--- src/rtl/seg_scan_mux.sv ---
// Multi-digit 7-segment scanner with frame-synchronous shadow commit; SEG_LZ_BLANK_EN enables leading-zero blanking.
// Registered outputs (1 cycle after counter state); load-to-display <= NUM_DIGITS*SLOT_CYCLES+1 cycles; no backpressure, last load wins.
module seg_scan_mux #(
    parameter int NUM_DIGITS     = 4,
    parameter int SLOT_CYCLES    = 100000,
    parameter int GUARD_CYCLES   = 2,
    parameter int AN_ACTIVE_HIGH = 0
) (
    input  logic                          clk,
    input  logic                          reset,
    input  logic [4*NUM_DIGITS-1:0]       value,
    input  logic [NUM_DIGITS-1:0]         dp_in,
    input  logic                          load,
    output logic                          pending,
    output logic [3:0]                    bcd_out,
    output logic [NUM_DIGITS-1:0]         an,
    output logic                          dp,
    output logic [$clog2(NUM_DIGITS)-1:0] digit_idx,
    output logic                          frame_tick
);
    localparam int IDX_W = $clog2(NUM_DIGITS);
    localparam int CNT_W = (SLOT_CYCLES > 1) ? $clog2(SLOT_CYCLES) : 1;
    localparam logic [NUM_DIGITS-1:0] AN_OFF = (AN_ACTIVE_HIGH != 0) ? {NUM_DIGITS{1'b0}} : {NUM_DIGITS{1'b1}};
    localparam logic AN_ON = (AN_ACTIVE_HIGH != 0);

    typedef enum logic {S_GUARD = 1'b0, S_ON = 1'b1} state_t;

    state_t                  state_q, state_d;
    logic [CNT_W-1:0]        slot_cnt_q, slot_cnt_d;
    logic [IDX_W-1:0]        scan_idx_q, scan_idx_d;
    logic [4*NUM_DIGITS-1:0] shadow_val_q, shadow_val_d, buf_val_q, buf_val_d;
    logic [NUM_DIGITS-1:0]   shadow_dp_q, shadow_dp_d, buf_dp_q, buf_dp_d;
    logic                    pending_q, pending_d;
    logic [3:0]              bcd_q, bcd_d;
    logic [NUM_DIGITS-1:0]   an_q, an_d;
    logic                    dp_q, dp_d;
    logic [IDX_W-1:0]        digit_idx_q, digit_idx_d;
    logic                    frame_tick_q, frame_tick_d;
    logic                    commit;
    logic [NUM_DIGITS-1:0]   blank;

    // Counters describe the position whose outputs are registered on this edge.
    always_comb begin
        slot_cnt_d = slot_cnt_q + CNT_W'(1);
        scan_idx_d = scan_idx_q;
        if (slot_cnt_q == CNT_W'(SLOT_CYCLES - 1)) begin
            slot_cnt_d = '0;
            scan_idx_d = (scan_idx_q == IDX_W'(NUM_DIGITS - 1)) ? '0 : scan_idx_q + IDX_W'(1);
        end
        commit = (slot_cnt_q == '0) && (scan_idx_q == '0);
    end

    // Shadow only moves at the frame boundary; a load on that same edge bypasses the buffer.
    always_comb begin
        shadow_val_d = shadow_val_q;
        shadow_dp_d  = shadow_dp_q;
        buf_val_d    = buf_val_q;
        buf_dp_d     = buf_dp_q;
        pending_d    = pending_q;
        if (commit) begin
            if (load) begin
                shadow_val_d = value;
                shadow_dp_d  = dp_in;
                pending_d    = 1'b0;
            end else if (pending_q) begin
                shadow_val_d = buf_val_q;
                shadow_dp_d  = buf_dp_q;
                pending_d    = 1'b0;
            end
        end else if (load) begin
            buf_val_d = value;
            buf_dp_d  = dp_in;
            pending_d = 1'b1;
        end
    end

`ifdef SEG_LZ_BLANK_EN
    always_comb begin : lz_blank
        logic seen;
        seen  = 1'b0;
        blank = '0;
        for (int i = NUM_DIGITS - 1; i > 0; i--) begin
            if ((shadow_val_d[4*i +: 4] != 4'd0) || shadow_dp_d[i]) begin
                seen = 1'b1;
            end
            blank[i] = !seen;
        end
    end
`else
    assign blank = '0;
`endif

    always_comb begin
        state_d = state_q;
        case (state_q)
            S_GUARD: if (int'(slot_cnt_q) >= GUARD_CYCLES) state_d = S_ON;
            S_ON:    if ((slot_cnt_q == '0) && (GUARD_CYCLES > 0)) state_d = S_GUARD;
            default: state_d = S_GUARD;
        endcase
    end

    always_comb begin
        an_d         = AN_OFF;
        dp_d         = 1'b0;
        bcd_d        = 4'd0;
        digit_idx_d  = scan_idx_q;
        frame_tick_d = commit;
        for (int i = 0; i < NUM_DIGITS; i++) begin
            if (scan_idx_q == IDX_W'(i)) begin
                bcd_d = shadow_val_d[4*i +: 4];
                if ((state_d == S_ON) && !blank[i]) begin
                    an_d[i] = AN_ON;
                    dp_d    = shadow_dp_d[i];
                end
            end
        end
    end

    always_ff @(posedge clk or posedge reset) begin
        if (reset) begin
            state_q      <= S_GUARD;
            slot_cnt_q   <= '0;
            scan_idx_q   <= '0;
            shadow_val_q <= '0;
            shadow_dp_q  <= '0;
            buf_val_q    <= '0;
            buf_dp_q     <= '0;
            pending_q    <= 1'b0;
            bcd_q        <= 4'd0;
            an_q         <= AN_OFF;
            dp_q         <= 1'b0;
            digit_idx_q  <= '0;
            frame_tick_q <= 1'b0;
        end else begin
            state_q      <= state_d;
            slot_cnt_q   <= slot_cnt_d;
            scan_idx_q   <= scan_idx_d;
            shadow_val_q <= shadow_val_d;
            shadow_dp_q  <= shadow_dp_d;
            buf_val_q    <= buf_val_d;
            buf_dp_q     <= buf_dp_d;
            pending_q    <= pending_d;
            bcd_q        <= bcd_d;
            an_q         <= an_d;
            dp_q         <= dp_d;
            digit_idx_q  <= digit_idx_d;
            frame_tick_q <= frame_tick_d;
        end
    end

    assign pending    = pending_q;
    assign bcd_out    = bcd_q;
    assign an         = an_q;
    assign dp         = dp_q;
    assign digit_idx  = digit_idx_q;
    assign frame_tick = frame_tick_q;
endmodule

--- config.mk ---
export PLATFORM = sky130hd
export DESIGN_NAME = seg_scan_mux
export DESIGN_NICKNAME = d
export VERILOG_FILES = /design/src/rtl/seg_scan_mux.sv
export SDC_FILE = /design/constraint.sdc
export NUM_CORES = 1
export LEC_CHECK = 0
export BUFFER_PORTS_ARGS = -buffer_cell sky130_fd_sc_hd__buf_2
export CAP_MARGIN = 15
export CORE_MARGIN = 5
export CORE_UTILIZATION = 40
export DETAILED_ROUTE_END_ITERATION = 10
export HOLD_SLACK_MARGIN = 0.08
export SYNTH_ARGS = -nofsm -noshare
export SYNTH_HDL_FRONTEND = slang
export SYNTH_SLANG_ARGS = --single-unit
--- constraint.sdc ---
create_clock -name clk -period 2.7 [get_ports clk]
set_input_delay 0 -clock clk [delete_from_list [all_inputs] [get_ports clk]]
set_output_delay 0 -clock clk [all_outputs]
set_load 0.05 [all_outputs]
==> metrics.yaml <==
timing:
  skew_ns: 0.00951
  timing.fmax_ghz: 0.439
  worst_pin_slew_ns: 0.715
  rsz0062_at_grt: "no"
  setup_tns_ns: 0
  hold_viol: 0
  period_needed_ns: 2.28
  relSlewSlack_pct: 52.0
  finalMaxSlewViolations: 0
  fin_crit_sh_pct: 84.3
  setup_viol: 0
floorplan:
  num_io_pins: 36
  core.rowCount: 34
  coreArea_sq_um: 8720
  die_w_um: 104
  dieArea_sq_um: 10900
  die_h_um: 104
  initial_core_util_pct: 40.9
outcome:
  status: "completed"
worst_setup_path:
  critical_path_arrival_ns: 2.53
  crit_path_end_kind: "flip-flop"
  rrSetupSlack_ns: 0.42
  timing.rr.start: "slot_cnt_q[12]"
  crit_chain: "nor4_4 > and4_1 > buf_4 > a21oi_1 > a211oi_1 > a32oi_1 > a31oi_1"
  path_buf_inv: 1
  cpMaxStageDelayCell: "dfrtp_1"
  ff2ff_path_depth: 7
  critical-path-top-delay-family: "simple AND/OR/NAND/NOR gates"
  reg2reg_to: "dp"
  cpPeakStageDelay_ns: 0.45
  crit_cells: 7
  critPathKind: "flip-flop to flip-flop"
  cp-start-kind: "flip-flop"
  worstPathMaxFanout: 7
  crit_required_ns: 2.95
synth:
  netlist_area_sq_um: 3570
  synth_nets: 356
  ys_seq_area_share_pct: 51.3
  async_reset_ff_share_pct: 100
  synth_top_area_cell: "dfrtp_1"
  synth.avg_cell_area_sq_um: 10.9
  synth_warnings: 0
  synth_top_area_share_pct: 48.4
  ys_ff_latch: 73
  synthTopCellsByArea: "dfrtp_1 (48%), mux2_2 (6.3%), dfstp_2 (2.9%)"
  synth_cells: 326
  synth-edff-count: 0
  yosys_most_used_dff: "dfrtp_1"
  synth.distinct_cells: 50
power:
  ir_drop_uv: 262
  seq_power_share_pct: 51.8
  power_density_nw_per_um2: 535
  clkPwrFrac_pct: 38.6
  power_uw: 2300
  switching_share_pct: 23.0
  comb_power_share_pct: 9.6
  p_leak_uw: 0.00183
  power.internal_uw: 1770
  power_switching_uw: 530
route:
  drc: 0
  vias: 2725
  vias_per_cell: 5.48
  drt-initial-drc-count: 106
  routedWlPerCell_um: 16.5
  drt_first_pass_iters: 4
  ant_nets: 0
  wl_mm: 8.23
cts:
  cts_tree: "yes"
  htree_levels: 3
  cts.sinks: 73
  clk_pin_slew_ns: 0.07
  cts_buffers: 9
  clockBufferDepth: 2
  post_cts_resized: 0
  clk-insertion-delay-late_ns: 0.34
  cts_root_buf: "clkbuf_8"
hold_path:
  whs_endpoint: "shadow_val_q[7]"
  hold_class: "primary input to flip-flop"
  whs_path_depth: 2
  hold_start: "load"
grt:
  antenna_found_initial: 0
  grt_pass1_vias: 2778
  grt_use_total_pct: 15.9
  grt_pass1_wl_mm: 14.1
  overflow: 0
  grt_max_degree: 43
layout:
  areaGrowthSynthToFinish_pct: 20.4
  layout-drive-gt1-share_pct: 24.9
  fillCellCount: 794
  final_cell_mix: "dfrtp_1 (69), buf_2 (35), nor2_1 (28), nand2_1 (23), dlygate4sd3_1 (21)"
  nets: 414
  num_antenna_cells: 0
  mostFrequentLayoutCell: "dfrtp_1"
placed_design:
  portBuffers: 35
  hpwl_mm: 5.60
  place_congestion: 0.760
run:
  max_cap_violations: 0
stage by stage:
step | utilization (%) | std cells | hold slack [ns] | cell area, sq um | setup slack (ns)
final | 49.3 | 497 | 0.114 | 4300 | 0.424
after CTS | 49.3 | 497 | 0.0984 | 4300 | 0.388
after floorplan | - | 326 | 0.142 | 3570 | 0.729
after global placement | 44.5 | 460 | 0.148 | 3880 | 0.407
after global routing | 49.3 | 497 | 0.112 | 4300 | 0.170
after detailed placement | 44.5 | 460 | 0.151 | 3880 | 0.421
repair_timing:
item	in CTS	in global routing
buffers inserted	0	0
endpoints found under the hold margin	63	0
hold buffers	21	0
layer usage:
layer / track usage [%] / share of wire (%)
met1: 22.4 / 46
met2: 23.6 / 47
met3: 3.17 / 5.5
met4: 7.31 / 2.2
met5: 0 / 0
worst max path at each step:
stage                               from  slack, ns    endpoint
after CTS                 slot_cnt_q[12]       0.39          dp
after detailed placement   slot_cnt_q[9]       0.42          dp
final                     slot_cnt_q[12]       0.42          dp
after global placement    slot_cnt_q[12]       0.41          dp
after floorplan           digit_idx_d[0]       0.73  bcd_out[2]
after global routing       slot_cnt_q[9]       0.17          dp
cells by family after synthesis:
| kind of cell | synth area share, % |
|---|---|
| compound gates | 14.0 |
| xor+xnor | 3.19 |
| fa+ha+maj | 2.45 |
| buf+inv | 3.54 |
| flops | 51.3 |
| mux | 6.31 |
| simple gates | 19.2 |
cell usage after synthesis, types with 3 or more instances:
cell type and instances:
a211oi_1 3, a211oi_2 4, a21boi_1 3, a21oi_1 11
and2_1 7, and3_1 5, buf_2 4, clkbuf_1 10
dfrtp_1 69, dfstp_2 4, ha_1 7, inv_1 10
mux2_2 20, nand2_1 23, nand3_1 8, nand3b_1 6
nand4_1 4, nor2_1 28, nor3_1 11, nor4_4 3
nor4b_1 6, o211ai_1 3, o21a_1 3, o21ai_0 14
o22a_1 9, o22ai_1 7, o41a_1 3, xnor2_1 8
xor2_1 5
flip-flops by register name, summed over array words and instances, names as in the netlist, 2 cells and up:
name	cells
shadow_val_q	16
bcd_out	4
slot_cnt_q	17
buf_dp_q	4
shadow_dp_q	4
buf_val_q	16
digit_idx_d	2
digit_idx	2
an	4
layout make-up:
class	instances	area [sq um]	share of cell area [%]
clock buffer	14	173	4.02
inverter	11	42.5	0.990
timing repair buffer	64	470	10.9
multi-input combinational	225	1610	37.5
sequential	73	1830	42.6
clock inverter	2	35.0	0.815
tap	108	135	3.14
power groups by stage:
stage,combinational (uW),clock (uW),sequential (uW)
floorplan,118,0,1230
global placement,195,0,1210
detailed placement,199,0,1210
CTS,223,922,1190
global route,244,960,1200
finish,220,889,1190
(Power assumes the default switching activity.)
